**src/rtl/spi_fetch_pkg.sv**
```systemverilog
// Shared definitions for the multi-channel SPI stream fetcher.
//   state_e      : transfer FSM states
//   DUMMY_BYTE   : filler byte clocked out while receiving
//   DEF_*        : default command/header bytes for the video (ch0) and audio (ch1) streams
//   CH_IDX_W     : width of a channel index (up to MAX_CH channels)
package spi_fetch_pkg;

  typedef enum logic [2:0] {
    S_IDLE,
    S_CMD,
    S_HDR,
    S_GAP,
    S_PAY,
    S_END,
    S_ERR
  } state_e;

  localparam logic [7:0]  DUMMY_BYTE  = 8'h00;

  localparam logic [7:0]  DEF_CMD_CH0 = 8'hFA;
  localparam logic [7:0]  DEF_CMD_CH1 = 8'hAA;
  localparam logic [7:0]  DEF_HDR_CH0 = 8'h05;
  localparam logic [7:0]  DEF_HDR_CH1 = 8'h55;

  localparam int unsigned MAX_CH      = 8;
  localparam int unsigned CH_IDX_W    = 3;

endpackage

```
**src/rtl/spi_stream_fetch_arb.sv**
```systemverilog
// Round-robin channel arbiter.
//   pending   : per-channel request vector
//   last      : index of the channel served most recently
//   grant     : one-hot grant (all zero when nothing pending)
//   grant_idx : index of the granted channel
//   valid     : at least one channel pending
// The search starts at the channel after 'last' and wraps, so the
// channel just served has lowest priority.
module rr_arbiter
  import spi_fetch_pkg::*;
#(
  parameter int unsigned N_CH = 2
) (
  input  logic [N_CH-1:0]     pending,
  input  logic [CH_IDX_W-1:0] last,
  output logic [N_CH-1:0]     grant,
  output logic [CH_IDX_W-1:0] grant_idx,
  output logic                valid
);

  localparam int unsigned CW = CH_IDX_W + 1;

  logic [MAX_CH-1:0] pend_ext;
  logic [CW-1:0]     cand;
  logic              found;

  always_comb begin
    pend_ext  = MAX_CH'(pending);
    cand      = '0;
    found     = 1'b0;
    grant_idx = '0;
    for (int unsigned k = 1; k <= N_CH; k++) begin
      cand = {1'b0, last} + CW'(k);
      if (cand >= CW'(N_CH)) begin
        cand = cand - CW'(N_CH);
      end
      if (!found && pend_ext[cand[CH_IDX_W-1:0]]) begin
        found     = 1'b1;
        grant_idx = cand[CH_IDX_W-1:0];
      end
    end
    grant = found ? (N_CH'(1) << grant_idx) : '0;
    valid = found;
  end

endmodule

```
**src/rtl/spi_stream_fetch.sv**
```systemverilog
// Multi-channel SPI stream fetcher. Serves N_CH sink buffers round-robin
// over a single SPI byte link: command byte, header hunt with timeout and
// retry, then payload streaming into the selected sink.
//   CLK_40, reset_n        : clock, asynchronous active-low reset
//   start                  : mark all channels pending, clear err
//   ch_req[N_CH]           : per-channel refill request pulses
//   ch_full[N_CH]          : sink bank full, ends payload early
//   ch_wr, ch_wdata        : one-hot sink write strobe and byte
//   ch_done[N_CH]          : transfer-finished pulse
//   busy, err, err_ch      : status; err is sticky until start
//   cs_n, tx_valid/ready,
//   tx_byte, rx_valid,
//   rx_byte                : byte-level SPI master interface
module spi_stream_fetch
  import spi_fetch_pkg::*;
#(
  parameter int unsigned             N_CH        = 2,
  parameter int unsigned             LEN_W       = 16,
  parameter logic [N_CH*8-1:0]       CH_CMD      = {DEF_CMD_CH1, DEF_CMD_CH0},
  parameter logic [N_CH*8-1:0]       CH_HDR      = {DEF_HDR_CH1, DEF_HDR_CH0},
  parameter logic [N_CH*LEN_W-1:0]   CH_LEN      = {16'd512, 16'd9600},
  parameter int unsigned             HDR_TIMEOUT = 64,
  parameter int unsigned             MAX_RETRY   = 3
) (
  input  logic              CLK_40,
  input  logic              reset_n,
  input  logic              start,
  input  logic [N_CH-1:0]   ch_req,
  input  logic [N_CH-1:0]   ch_full,
  output logic [N_CH-1:0]   ch_wr,
  output logic [7:0]        ch_wdata,
  output logic [N_CH-1:0]   ch_done,
  output logic              busy,
  output logic              err,
  output logic [2:0]        err_ch,
  output logic              cs_n,
  output logic              tx_valid,
  input  logic              tx_ready,
  output logic [7:0]        tx_byte,
  input  logic              rx_valid,
  input  logic [7:0]        rx_byte
);

  localparam int unsigned RETRY_W = 8;

  // Per-channel constants unpacked into fixed-size tables indexed by sel.
  logic [7:0]       cmd_tab [MAX_CH];
  logic [7:0]       hdr_tab [MAX_CH];
  logic [LEN_W-1:0] len_tab [MAX_CH];

  for (genvar g = 0; g < MAX_CH; g++) begin : g_tab
    if (g < N_CH) begin : g_used
      assign cmd_tab[g] = CH_CMD[g*8 +: 8];
      assign hdr_tab[g] = CH_HDR[g*8 +: 8];
      assign len_tab[g] = CH_LEN[g*LEN_W +: LEN_W];
    end else begin : g_unused
      assign cmd_tab[g] = DUMMY_BYTE;
      assign hdr_tab[g] = DUMMY_BYTE;
      assign len_tab[g] = '0;
    end
  end

  logic [MAX_CH-1:0] full_ext;
  assign full_ext = MAX_CH'(ch_full);

  state_e               state_q,    state_d;
  logic [CH_IDX_W-1:0]  sel_q,      sel_d;
  logic [N_CH-1:0]      sel_oh_q,   sel_oh_d;
  logic [CH_IDX_W-1:0]  last_q,     last_d;
  logic [LEN_W-1:0]     cnt_q,      cnt_d;
  logic [RETRY_W-1:0]   retry_q,    retry_d;
  logic [N_CH-1:0]      pending_q,  pending_d;
  logic                 err_q,      err_d;
  logic [2:0]           err_ch_q,   err_ch_d;
  logic                 cs_n_q,     cs_n_d;
  logic                 tx_valid_q, tx_valid_d;
  logic [7:0]           tx_byte_q,  tx_byte_d;
  logic [N_CH-1:0]      ch_wr_q,    ch_wr_d;
  logic [7:0]           ch_wdata_q, ch_wdata_d;
  logic [N_CH-1:0]      ch_done_q,  ch_done_d;
  logic                 busy_q,     busy_d;

  logic [N_CH-1:0]      arb_grant;
  logic [CH_IDX_W-1:0]  arb_idx;
  logic                 arb_valid;
  logic [N_CH-1:0]      pend_clr;
  logic [LEN_W-1:0]     cnt_inc;

  rr_arbiter #(
    .N_CH (N_CH)
  ) u_arb (
    .pending   (pending_q),
    .last      (last_q),
    .grant     (arb_grant),
    .grant_idx (arb_idx),
    .valid     (arb_valid)
  );

  always_comb begin
    state_d    = state_q;
    sel_d      = sel_q;
    sel_oh_d   = sel_oh_q;
    last_d     = last_q;
    cnt_d      = cnt_q;
    retry_d    = retry_q;
    err_d      = err_q & ~start;
    err_ch_d   = err_ch_q;
    ch_wr_d    = '0;
    ch_wdata_d = ch_wdata_q;
    pend_clr   = '0;
    cnt_inc    = cnt_q + LEN_W'(1);

    case (state_q)
      S_IDLE: begin
        if (arb_valid) begin
          state_d  = S_CMD;
          sel_d    = arb_idx;
          sel_oh_d = arb_grant;
          last_d   = arb_idx;
          retry_d  = '0;
          cnt_d    = '0;
          // The request is consumed when the channel is granted, so a
          // refill request arriving during the transfer queues a further
          // pass instead of being absorbed by the one in progress.
          pend_clr = arb_grant;
        end
      end
      S_CMD: begin
        if (tx_valid_q && tx_ready) begin
          state_d = S_HDR;
          cnt_d   = '0;
        end
      end
      S_HDR: begin
        if (rx_valid) begin
          if (rx_byte == hdr_tab[sel_q]) begin
            state_d = S_PAY;
            cnt_d   = '0;
          end else begin
            cnt_d = cnt_inc;
            if (cnt_inc == LEN_W'(HDR_TIMEOUT)) begin
              if (retry_q < RETRY_W'(MAX_RETRY)) begin
                retry_d = retry_q + RETRY_W'(1);
                state_d = S_GAP;
              end else begin
                state_d = S_ERR;
              end
            end
          end
        end
      end
      S_GAP: begin
        state_d = S_CMD;
      end
      S_PAY: begin
        if (rx_valid) begin
          if (full_ext[sel_q]) begin
            state_d = S_END;
          end else begin
            ch_wr_d    = sel_oh_q;
            ch_wdata_d = rx_byte;
            cnt_d      = cnt_inc;
            if (cnt_inc == len_tab[sel_q]) begin
              state_d = S_END;
            end
          end
        end
      end
      S_END: begin
        state_d = S_IDLE;
      end
      S_ERR: begin
        state_d = S_IDLE;
      end
      default: begin
        state_d = S_IDLE;
      end
    endcase

    if (state_d == S_ERR) begin
      err_d    = 1'b1;
      err_ch_d = sel_q;
    end

    // Sets win over a same-cycle clear.
    pending_d = (pending_q & ~pend_clr) | ch_req | {N_CH{start}};

    // Outputs are decoded from the next state so the registered copies
    // line up with state_q.
    cs_n_d     = 1'b1;
    tx_valid_d = 1'b0;
    tx_byte_d  = DUMMY_BYTE;
    ch_done_d  = '0;
    busy_d     = (state_d != S_IDLE);
    case (state_d)
      S_CMD: begin
        cs_n_d     = 1'b0;
        tx_valid_d = 1'b1;
        tx_byte_d  = cmd_tab[sel_d];
      end
      S_HDR, S_PAY: begin
        cs_n_d     = 1'b0;
        tx_valid_d = 1'b1;
      end
      S_END: begin
        ch_done_d = sel_oh_d;
      end
      default: ;
    endcase
  end

  always_ff @(posedge CLK_40 or negedge reset_n) begin
    if (!reset_n) begin
      state_q    <= S_IDLE;
      sel_q      <= '0;
      sel_oh_q   <= '0;
      last_q     <= CH_IDX_W'(N_CH - 1);
      cnt_q      <= '0;
      retry_q    <= '0;
      pending_q  <= '0;
      err_q      <= 1'b0;
      err_ch_q   <= '0;
      cs_n_q     <= 1'b1;
      tx_valid_q <= 1'b0;
      tx_byte_q  <= '0;
      ch_wr_q    <= '0;
      ch_wdata_q <= '0;
      ch_done_q  <= '0;
      busy_q     <= 1'b0;
    end else begin
      state_q    <= state_d;
      sel_q      <= sel_d;
      sel_oh_q   <= sel_oh_d;
      last_q     <= last_d;
      cnt_q      <= cnt_d;
      retry_q    <= retry_d;
      pending_q  <= pending_d;
      err_q      <= err_d;
      err_ch_q   <= err_ch_d;
      cs_n_q     <= cs_n_d;
      tx_valid_q <= tx_valid_d;
      tx_byte_q  <= tx_byte_d;
      ch_wr_q    <= ch_wr_d;
      ch_wdata_q <= ch_wdata_d;
      ch_done_q  <= ch_done_d;
      busy_q     <= busy_d;
    end
  end

  assign ch_wr    = ch_wr_q;
  assign ch_wdata = ch_wdata_q;
  assign ch_done  = ch_done_q;
  assign busy     = busy_q;
  assign err      = err_q;
  assign err_ch   = err_ch_q;
  assign cs_n     = cs_n_q;
  assign tx_valid = tx_valid_q;
  assign tx_byte  = tx_byte_q;

endmodule
```
**config.mk**
```make
export PLATFORM = sky130hd
export DESIGN_NAME = spi_stream_fetch
export DESIGN_NICKNAME = d
export VERILOG_FILES = /design/src/rtl/spi_fetch_pkg.sv /design/src/rtl/spi_stream_fetch_arb.sv /design/src/rtl/spi_stream_fetch.sv
export SDC_FILE = /design/constraint.sdc
export NUM_CORES = 1
export LEC_CHECK = 0
export BUFFER_PORTS_ARGS = -buffer_cell sky130_fd_sc_hd__buf_2
export CORE_ASPECT_RATIO = 0.6
export CORE_MARGIN = 5
export CORE_UTILIZATION = 38
export CTS_CLUSTER_SIZE = 25
export DETAILED_ROUTE_END_ITERATION = 8
export PLACE_DENSITY = 0.61
export REMOVE_ABC_BUFFERS = 1
export SYNTH_ARGS = -nofsm -noshare
export SYNTH_HDL_FRONTEND = slang
export SYNTH_SLANG_ARGS = --single-unit
export TNS_END_PERCENT = 30
```
**constraint.sdc**
```tcl
create_clock -name CLK_40 -period 4.2 [get_ports CLK_40]
set_input_delay 0.42 -clock CLK_40 [delete_from_list [all_inputs] [get_ports CLK_40]]
set_output_delay 0.42 -clock CLK_40 [all_outputs]
set_load 0.01 [all_outputs]
```
=== Yosys cells after proc, flatten, opt, wreduce, memory -nomap -nowiden ===
Memories as Yosys holds them, arrays and structs flattened.
Index checks and enable logic that the tools add are counted.

* Register bits after elaboration: 64
* Latch bits: 0
* RAM bits: 0
* Memory bits (read-only): 256
* Input bits: 17
* Output and inout bits: 27
* Logic and storage cells: 130
* Memories kept: 3

{| class="wikitable"
|+ Memory list
! memory !! words !! bits a word !! read ports !! clocked after Yosys merged registers in !! wr ports !! line !! text
|-
| (name not given) || 8 || 16 || 1 || 0 || 0 || spi_stream_fetch.sv:163 || <nowiki>if (cnt_inc == len_tab[sel_q]) begin</nowiki>
|-
| (name not given) || 8 || 8 || 1 || 0 || 0 || spi_stream_fetch.sv:199 || <nowiki>tx_byte_d = cmd_tab[sel_d];</nowiki>
|-
| (name not given) || 8 || 8 || 1 || 0 || 0 || spi_stream_fetch.sv:136 || <nowiki>if (rx_byte == hdr_tab[sel_q]) begin</nowiki>
|}

* $add $sub $neg: 6
* Multipliers: 0
* Divide/modulo/power cells: 0
* Order comparisons: 8
* Equal/unequal tests: 20
* Shifts and indexed selects: 1
* Mux-type cells: 55
* Bitwise logic cells: 9
* Reduce and logical (&&, ||, !) cells: 12

{| class="wikitable"
|+ Operators with widths
! operator !! number
|-
| $mux 16 || 8
|-
| $mux 8 || 10
|-
| $pmux 16 s4 || 1
|-
| $mux 3 || 15
|-
| $add 16x1->16 const B || 1
|-
| $eq 16x16->1 || 1
|-
| $eq 16x7->1 const B || 1
|-
| $mux 2 || 8
|-
| $ne 2x2->1 const B || 8
|-
| $pmux 8 s2 || 1
|-
| $pmux 3 s5 || 1
|-
| $eq 3x3->1 const B || 4
|-
| $lt 3x4->1 const B || 3
|-
| $reduce_and 6->1 || 2
|-
| $bmux 1 s3 || 3
|-
| $eq 3x2->1 const B || 3
|-
| $add 8x1->8 const B || 1
|-
| $eq 8x8->1 || 1
|-
| $ge 4x2->1 const B || 2
|-
| $ge 4x4->1 const B || 2
|-
| $lt 8x2->1 const B || 1
|-
| $mux 1 || 8
|-
| $not 3->4 || 2
|-
| $eq 3x1->1 const B || 2
|-
| other kinds (18) || 22
|}

=== Depth between registers and ports, before layout ===
Gate-level depths: netlist (run 1).

* Word-level depth: 16
* Mapped depth: 12
* Depth with buffers taken out: 9

=== By module ===
Synthesis (run 1) repeated with hierarchy kept, for this count alone.

* Cells, all modules: 344
* Area total of the unflattened synthesis: 3310.7 um^2

{| class="wikitable"
|+ Modules (own cells, without submodules)
! module !! times used !! cells an instance !! area an instance (um^2) !! seq. area each (um^2)
|-
| spi_stream_fetch || 1 || 317 || 3066.7 || 1453.9
|-
| rr_arbiter || 1 || 27 || 244.0 || 0.0
|}

=== Worst setup path before layout (run 1) ===
No wires, ideal clock.

* Path kind: reg2reg
* Start: reg last_q[0]
* End: reg busy_q (netlist: busy)
* Setup time: 136 ps
* Data arrival time: 3003 ps
* Required time: 4064 ps
* Slack: 1061 ps
* Stages on the path, launching flop included: 11
* Buffers on the path: 1
* Period minus slack after synthesis: 3139 ps
* Cells stage by stage: dfstp_2 > clkbuf_1 > inv_1 > ha_1 > nor3b_1 > mux2_2 > a221oi_1 > a211o_1 > o21ai_0 > a211oi_2 > or3b_2

* Word-level cells in the longest chain between the ends: 12
* Elaborated cells between the ends (all ways): 19
* Those cells by class: add/sub (4); order compare (2); mux (10); reduce/logical (3)

{| class="wikitable"
|+ RTL lines
! element !! line !! text
|-
| start, declared || spi_stream_fetch.sv:69 || <nowiki>logic [CH_IDX_W-1:0] last_q, last_d;</nowiki>
|-
| start signal, assigned || spi_stream_fetch.sv:217 || <nowiki>last_q <= CH_IDX_W'(N_CH - 1);</nowiki>
|-
| start signal, assigned || spi_stream_fetch.sv:234 || <nowiki>last_q <= last_d;</nowiki>
|-
| $add 3x1->4 || spi_stream_fetch_arb.sv:33 || <nowiki>cand = {1'b0, last} + CW'(k);</nowiki>
|-
| $ge 4x2->1 / $sub 3x2->3 (equally long branches) || spi_stream_fetch_arb.sv:34, spi_stream_fetch_arb.sv:35 ||
|-
| $mux 3 || spi_stream_fetch_arb.sv:34 || <nowiki>if (cand >= CW'(N_CH)) begin</nowiki>
|-
| $bmux 1 s3 || spi_stream_fetch_arb.sv:37 || <nowiki>if (!found && pend_ext[cand[CH_IDX_W-1:0]]) begin</nowiki>
|-
| $mux 1 (implied by the code) || spi_stream_fetch_arb.sv:37 ||
|-
| $mux 1 || spi_stream_fetch_arb.sv:37 ||
|-
| $logic_not 1->1 || spi_stream_fetch_arb.sv:37 ||
|-
| $logic_and 1x1->1 || spi_stream_fetch_arb.sv:37 ||
|-
| $mux 1 * || spi_stream_fetch_arb.sv:37 ||
|-
| $mux 3 * || spi_stream_fetch.sv:115 || <nowiki>if (arb_valid) begin</nowiki>
|-
| $pmux 3 s5 * || spi_stream_fetch.sv:113 || <nowiki>case (state_q)</nowiki>
|-
| $reduce_bool 3->1 * || spi_stream_fetch.sv:194 || <nowiki>busy_d = (state_d != S_IDLE);</nowiki>
|-
| via busy_d || spi_stream_fetch.sv:81 || <nowiki>logic busy_q, busy_d;</nowiki>
|-
| end signal, assigned || spi_stream_fetch.sv:246 || <nowiki>busy_q <= busy_d;</nowiki>
|-
| end, declared || spi_stream_fetch.sv:81 ||
|}

Mark *: on every way through the listed nets, which the timed path passes. The rest lies on a longest branch. The select of a mux whose other input is x is not followed.
A chain may end at the register's enable or synchronous reset.

=== Final worst setup path (run 1) ===
* Start: reg cnt_q[1]
* End: reg err_ch_q[0] (netlist: err_ch[0])

* Word-level cells in the longest chain between the ends: 7
* Elaborated cells between the ends (all ways): 11
* Those cells by class: add/sub (1); eq/ne (3); mux (7)

{| class="wikitable"
|+ RTL lines
! element !! line !! text
|-
| start, declared || spi_stream_fetch.sv:70 || <nowiki>logic [LEN_W-1:0] cnt_q, cnt_d;</nowiki>
|-
| start signal, assigned || spi_stream_fetch.sv:235 || <nowiki>cnt_q <= cnt_d;</nowiki>
|-
| $add 16x1->16 * || spi_stream_fetch.sv:111 || <nowiki>cnt_inc = cnt_q + LEN_W'(1);</nowiki>
|-
| $eq 16x16->1 / $eq 16x7->1 (equally long branches) || spi_stream_fetch.sv:163, spi_stream_fetch.sv:141 ||
|-
| $mux 3, on equally long branches || spi_stream_fetch.sv:163, spi_stream_fetch.sv:141 ||
|-
| $mux 3, on equally long branches || spi_stream_fetch.sv:157, spi_stream_fetch.sv:136 ||
|-
| $mux 3, on equally long branches || spi_stream_fetch.sv:156, spi_stream_fetch.sv:135 ||
|-
| $pmux 3 s5 * || spi_stream_fetch.sv:113 ||
|-
| $eq 3x3->1 * || spi_stream_fetch.sv:180 || <nowiki>if (state_d == S_ERR) begin</nowiki>
|-
| end signal, assigned || spi_stream_fetch.sv:239 || <nowiki>err_ch_q <= err_ch_d;</nowiki>
|-
| end, declared || spi_stream_fetch.sv:74 || <nowiki>logic [2:0] err_ch_q, err_ch_d;</nowiki>
|}

Mark *: on every way between the ends. The rest lies on a longest branch, timed or not.

==> results of run 1 <==
==> metal layers <==
metal  vias up  track usage
met2       100       0.1890
met5         -            0
met1      1250       0.2649
li1       1281            -
met3        11      0.05653
met4         0      0.05765
==> sequential cells by signal (all words and copies together), names as in the netlist <==
signal	count
cnt_q	16
ch_wdata	8
sel_oh_q	2
sel_q	3
retry_q	8
tx_byte	2
tx_valid	1
busy	1
ch_wr	2
state_q	3
last_q	3
err	1
pending_q	2
cs_n	1
err_ch	3
ch_done	2
==> area by class of cell <==
cell class,instances,area share
Tap cell,112,0.03666
Multi-Input combinational cell,241,0.4226
Inverter,13,0.01277
Clock inverter,7,0.02455
Sequential cell,58,0.3804
Timing Repair Buffer,46,0.06416
Clock buffer,9,0.05892
==> cell families (layout without fill, tap and decap cells) <==
family | count (synthesis) | after routing | synth area share
AOI/OAI and AO/OA | 86 | 86 | 0.1845
xor gates and xnor gates | 7 | 7 | 0.01896
muxes | 16 | 16 | 0.05416
adders and majority gates | 8 | 8 | 0.03095
buffers and inverters | 36 | 75 | 0.05223
DFF | 58 | 58 | 0.4495
other | 1 | 2 | 0.001159
and+or+nand+nor | 122 | 122 | 0.2085
==> cell usage in the layout (no fill, tap or decap), types with 7 or more instances in the layout <==
cell and instances:
buf_2 41, mux2_2 12, nor2b_1 7, and2_1 7, nand4_1 8, clkbuf_16 9
and3_1 7, nor3_1 9, nor2_1 27, nand2_1 23, ha_1 8, inv_1 13
a21oi_1 7, o21ai_0 30, o31ai_1 10, dfrtp_1 56, nand3_1 7
==> repair_timing <==
action / CTS / global route
setup buffers: 0 / 0
hold endpoints to repair: 9 / 0
hold buffers: 1 / 0
==> metrics by stage <==
stage | worst slack (ns) | utilization | total power, mW
after floorplan | 0.8913 | - | 1.009
after global placement | 1.056 | 0.4162 | 1.207
after detailed placement | 0.9560 | 0.4162 | 1.213
after CTS | 0.9361 | 0.4554 | 2.012
after global routing | 0.7100 | 0.4554 | 2.104
final | 0.8668 | 0.4554 | 1.998
==> critical path: stages, from the launching register on <==
cell and delay, ns:
dfrtp_1 0.46, ha_1 0.30, nand4_1 0.14, nor3_1 0.48, mux2i_1 0.30, o211a_1 0.22, nand4_1 0.25, nor3b_1 0.64
mux2_2 0.41
==> final timing paths <==
path	start	to	slack (ns)	cells after the start
max	cnt_q[1]	err_ch[0]	0.87	8
max in group asynchronous	reset_n	state_q[1]	2.78	3
max reg2reg	cnt_q[1]	err_ch[0]	0.87	8
min	ch_req[1]	pending_q[1]	0.27	3
min reg2reg	err	err	0.48	1
min in group asynchronous	reset_n	ch_wr[1]	0.53	2
==> where the power goes <==
part	total, mW	switching, mW	internal [mW]
registers	0.709	0.0785	0.630
clock network	0.787	0.269	0.517
logic	0.503	0.310	0.193
==> out/metrics.cfg, run 1 <==
[placed_design]
dp.cells=469
dpl_cell_area_um2=3493
hpwl_mm=5.902
numPortBuffers=41
gp_congestion=0.8927

[cts]
clk_pin_slew_ns=0.06
clk_latency_ns=0.33
clockRootBuffer=clkbuf_16
cts_tree=yes
cts.sinks=58
htree_levels=3
cts_buffers=9
cts.path.max_buffers=2
cts_resized=0

[synth]
synthFlopType=dfrtp_1
synthesis.area_um2=3234
yosysSeqAreaShare=0.4495
synth_common_cells=dfrtp_1, o21ai_0, nor2_1
async_flop_share=1.000
synth_most_common_cell=dfrtp_1
synth_edf_count=0
synth_top_area_frac=0.4333
syn_area_per_cell_um2=9.684
ys_top_cells_by_area=dfrtp_1, o21ai_0, mux2_2
yosysWarningCount=0
yosys.area.top_type=dfrtp_1
syn_inst=334
synth_cell_types=57
ys_ff_latch=58

[timing]
setup_viol=0
rsz0062_at_grt=false
fmax_mhz=300.0
tightest_slew_ns=0.9550
slew_headroom=0.3595
tns_ns=0
min_period_over_period=0.7936
post-route-min-period_ns=3.333
slew_violations=0
final_hold_viol_count=0
skew_ns=0.006294
whs_ns=0.2735

[detailed_routing]
routed_via_density=5.436
wire_per_inst_um=16.59
ant_nets=0
drt-initial-drc-count=191
post-route-drc-count=0
drt-pass1-iter-count=5
top_layer=met4
m1WireLength_mm=4.438
wl_mm=8.065
wl_met3_um=657
met2WireLength_mm=2.863
dr_total_vias=2642

[layout]
multi_input_area_um2=1615
area_growth_pct=18.18
fin_nets=394
design_area_um2=3822
fillCellCount=834
seqCellArea_um2=1454
antenna_cells=0
fin_cells=486
final_layout_size_suffix_gt1_frac=0.2406

[global_routing]
grt_usage=0.1633
antenna_found_initial=0
overflow=0
grt_max_degree=43
grt_pass1_vias=2413
grt_pass1_wl_mm=13.05

[die]
die_area_um2=10520
die_h_um=81.46
die_w_um=129.1
rows=26
fp.coreArea_um2=8393
io_pins=44
start_util=0.3854

[hold_path]
hold_class=input port to register

[pwr]
power_density_nw_per_um2=522.8
cellLeakagePower_nw=1.777
vdd_drop_max_mv=0.2773

[worst_setup_path]
start_kind=register
required_ns=4.42
cp-end-kind=register
cp_max_fo=5
critPathKind=register to register
worst_ep_arrival_time_ns=3.55

[job]
cap_viol_max_count=0

[outcome]
outcome=complete, no violations

(Power assumes the default switching activity.)
==> run 2, diff against run 1 <==
--- a/config.mk
+++ b/config.mk
@@ -5,6 +5,7 @@
 export SDC_FILE = /design/constraint.sdc
 export NUM_CORES = 1
 export LEC_CHECK = 0
+export ABC_AREA = 1
 export BUFFER_PORTS_ARGS = -buffer_cell sky130_fd_sc_hd__buf_2
 export CORE_ASPECT_RATIO = 0.6
 export CORE_MARGIN = 5
==> constraint.sdc (replaced) <==
create_clock -name CLK_40 -period 3.1 [get_ports CLK_40]
set_input_delay 0.31 -clock CLK_40 [delete_from_list [all_inputs] [get_ports CLK_40]]
set_output_delay 0.31 -clock CLK_40 [all_outputs]
set_load 0.01 [all_outputs]
==> out/metrics.cfg, run 2 <==
[outcome]
outcome=complete, no violations

[synth]
syn_area_per_cell_um2=7.479  ; -23%
synth_most_common_cell=nand2_1
synth_top_area_frac=0.4268  ; -0.006440
yosysWarningCount=0  ; unchanged
async_flop_share=1.000  ; unchanged
synthFlopType=dfrtp_1
syn_inst=439  ; +31%
ys_ff_latch=58  ; unchanged
synthesis.area_um2=3283  ; +1.5%
ys_top_cells_by_area=dfrtp_1, nand2_1, inv_1
yosys.area.top_type=dfrtp_1
synth_cell_types=37  ; -35%
yosysSeqAreaShare=0.4428  ; -0.006681
synth_edf_count=0  ; unchanged
synth_common_cells=nand2_1, inv_1, dfrtp_1

[global_routing]
grt_max_degree=31  ; -28%
grt_pass1_wl_mm=13.24  ; +1.5%
antenna_found_initial=0  ; unchanged
use_met1=0.2504  ; -0.01452
grt_pass1_vias=2691  ; +12%
met2_usage=0.2194  ; +0.03037
grt_usage=0.1652  ; +0.001896
met3_usage=0.04159  ; -0.01494
overflow=0  ; unchanged
busiest_layer=met1

[timing]
post-route-min-period_ns=2.447  ; -0.8866 ns
slew_headroom=0.5237  ; +0.1643
slew_violations=0  ; unchanged
rsz0062_at_grt=false
min_period_over_period=0.7892  ; -0.004380
skew_ns=0.004450  ; -0.001843 ns
setup_viol=0  ; unchanged
final_hold_viol_count=0  ; unchanged
tns_ns=0  ; unchanged
setup_ws_ns=0.6534  ; -0.2134 ns
fmax_mhz=408.7  ; +36%
tightest_slew_ns=0.7143  ; -0.2407 ns

[pwr]
finalPower_mw=2.561  ; +28%
combPwrFrac=0.283  ; +0.031
p_int_mw=1.659  ; +24%
vdd_drop_max_mv=0.3012  ; +8.6%
p_clk_frac=0.350  ; -0.044
cellLeakagePower_nw=1.998  ; +12%
p_sw_frac=0.3521  ; +0.02278
power_density_nw_per_um2=663.8  ; +27%
p_switching_uw=901.5  ; +37%
seqPwrFrac=0.367  ; +0.012

[layout]
top_register=cnt_q
area_growth_pct=17.49
antenna_cells=0  ; unchanged
largest_reg_flops=16  ; unchanged
final_layout_size_suffix_gt1_frac=0.1902  ; -0.05046
fillCellCount=828  ; -0.72%
multi_input_area_um2=1524  ; -5.7%
mostFrequentLayoutCells=nand2_1, inv_1, dfrtp_1
final_common_cell=nand2_1
fin_nets=510  ; +29%
seqCellArea_um2=1454  ; unchanged

[die]
die_area_um2=10660  ; +1.4%
start_util=0.3882  ; +0.002805
die_h_um=82  ; +0.66%
fp.coreArea_um2=8458  ; +0.78%
die_w_um=130  ; +0.69%
rows=26  ; unchanged
io_pins=44  ; unchanged

[cts]
cts_setup_buffers=0  ; unchanged
hold_buffers=0  ; -1
cts.sinks=58  ; unchanged
clockRootBuffer=clkbuf_16
cts_tree=yes
clk_latency_ns=0.33  ; about the same
clk_pin_slew_ns=0.05  ; about the same
cts_buffers=9  ; unchanged
cts.path.max_buffers=2  ; unchanged
htree_levels=3  ; unchanged
cts_resized=0  ; unchanged

[worst_setup_path]
reg2reg_from=last_q[0]
critPathKind=register to register
rr_worst_depth=15  ; +7
cp_max_fo=10  ; +5
required_ns=3.31  ; -1.11 ns
worst_ep_arrival_time_ns=2.66  ; -0.89 ns
cp-end-kind=register
start_kind=register
r2r_setup_slack_ns=0.65  ; -0.21 ns
reg2reg_to=err_ch[0]

[placed_design]
gp_congestion=0.9194  ; +3.0%
numPortBuffers=41  ; unchanged
hpwl_mm=6.189  ; +4.9%
pre_cts_slack_ns=0.6772  ; -0.2789 ns

[detailed_routing]
drt-pass1-iter-count=5  ; unchanged
post-route-drc-count=0  ; unchanged
wl_mm=8.069  ; about the same
ant_nets=0  ; unchanged
drt-initial-drc-count=235  ; +23%
wire_per_inst_um=13.43  ; -19%
dr_total_vias=2901  ; +9.8%
routed_via_density=4.827  ; -11%

[job]
cap_viol_max_count=0  ; unchanged

[hold_path]
hold_class=input port to async pin

## run 2: cell types whose count changed after synthesis, moves of 9 or more
cell | before | now
clkbuf_1 | 10 | 1
inv_1 | 13 | 64
mux2_2 | 12 | 0
nand2_1 | 23 | 122
nand3_1 | 7 | 28
nor2_1 | 27 | 53
nor2_2 | 0 | 10
o21ai_0 | 30 | 13
o22ai_1 | 1 | 15
o31ai_1 | 10 | 0
## run 2: power by group through the flow
stage	combinational [mW]	sequential [mW]	clock [mW]
floorplan	0.458	0.966	0
global placement	0.714	0.950	0
detailed placement	0.723	0.951	0
CTS	0.726	0.940	0.927
global route	0.827	0.956	0.957
finish	0.724	0.941	0.896
## run 2: layer usage
layer  wire length [µm]  up-vias
met5                  0        -
met4                139        0
met3                588       10
met2               3061       86
met1               4280     1324
li1                   -     1481
## run 2: logic make-up (layout without fill, tap and decap cells)
family / Yosys count / after routing / share of synthesized area
flip-flops: 58 / 58 / 0.4428
buffers and inverters: 76 / 125 / 0.09413
AND/OR/NAND/NOR: 248 / 248 / 0.3407
AO/OA/AOI/OAI: 47 / 47 / 0.08804
XOR/XNOR: 1 / 1 / 0.002668
adder cells (fa/ha/maj): 8 / 8 / 0.03049
other: 1 / 2 / 0.001142
## run 2: worst max-delay path: stages (launching register included)
cell and delay [ns]:
dfstp_2 0.61, inv_1 0.08, ha_1 0.19, nand3b_1 0.17
nor2_1 0.10, nor2_1 0.06, nand2_1 0.05, nand2_1 0.06
nand2_1 0.13, inv_1 0.15, nor2_2 0.22, nand2_1 0.11
nor2_2 0.14, nand3_2 0.12, nand2_1 0.08, nand2_1 0.05
## run 2: worst max path at each step
stage               startpoint         to  slack (ns)  cells past startpoint
global route         last_q[0]  err_ch[0]        0.36                     14
floorplan            last_q[0]  err_ch[0]        0.96                     15
detailed placement   last_q[0]  err_ch[0]        0.68                     15
global placement     last_q[0]  err_ch[2]        0.68                     12
finish               last_q[0]  err_ch[0]        0.65                     15
CTS                  last_q[0]  err_ch[0]        0.67                     12
## run 2: cell type report
class                           count  share of cell area
Sequential cell                    58              0.3769
Timing Repair Buffer               42             0.05514
Clock inverter                      3            0.003892
Clock buffer                       12             0.06649
Inverter                           68             0.06617
Multi-Input combinational cell    306              0.3951
Tap cell                          112             0.03633
## run 2: per-stage QoR
| stage | utilization | instances | area [µm²] | hold slack (ns) |
|---|---|---|---|---|
| after global routing | 0.4561 | 601 | 3857 | 0.08525 |
| after CTS | 0.4561 | 601 | 3857 | 0.04360 |
| final | 0.4561 | 601 | 3857 | 0.02384 |
| after global placement | 0.4240 | 586 | 3586 | 0.3827 |
| after floorplan | - | 432 | 3233 | 0.01441 |
| after detailed placement | 0.4240 | 586 | 3586 | 0.3976 |
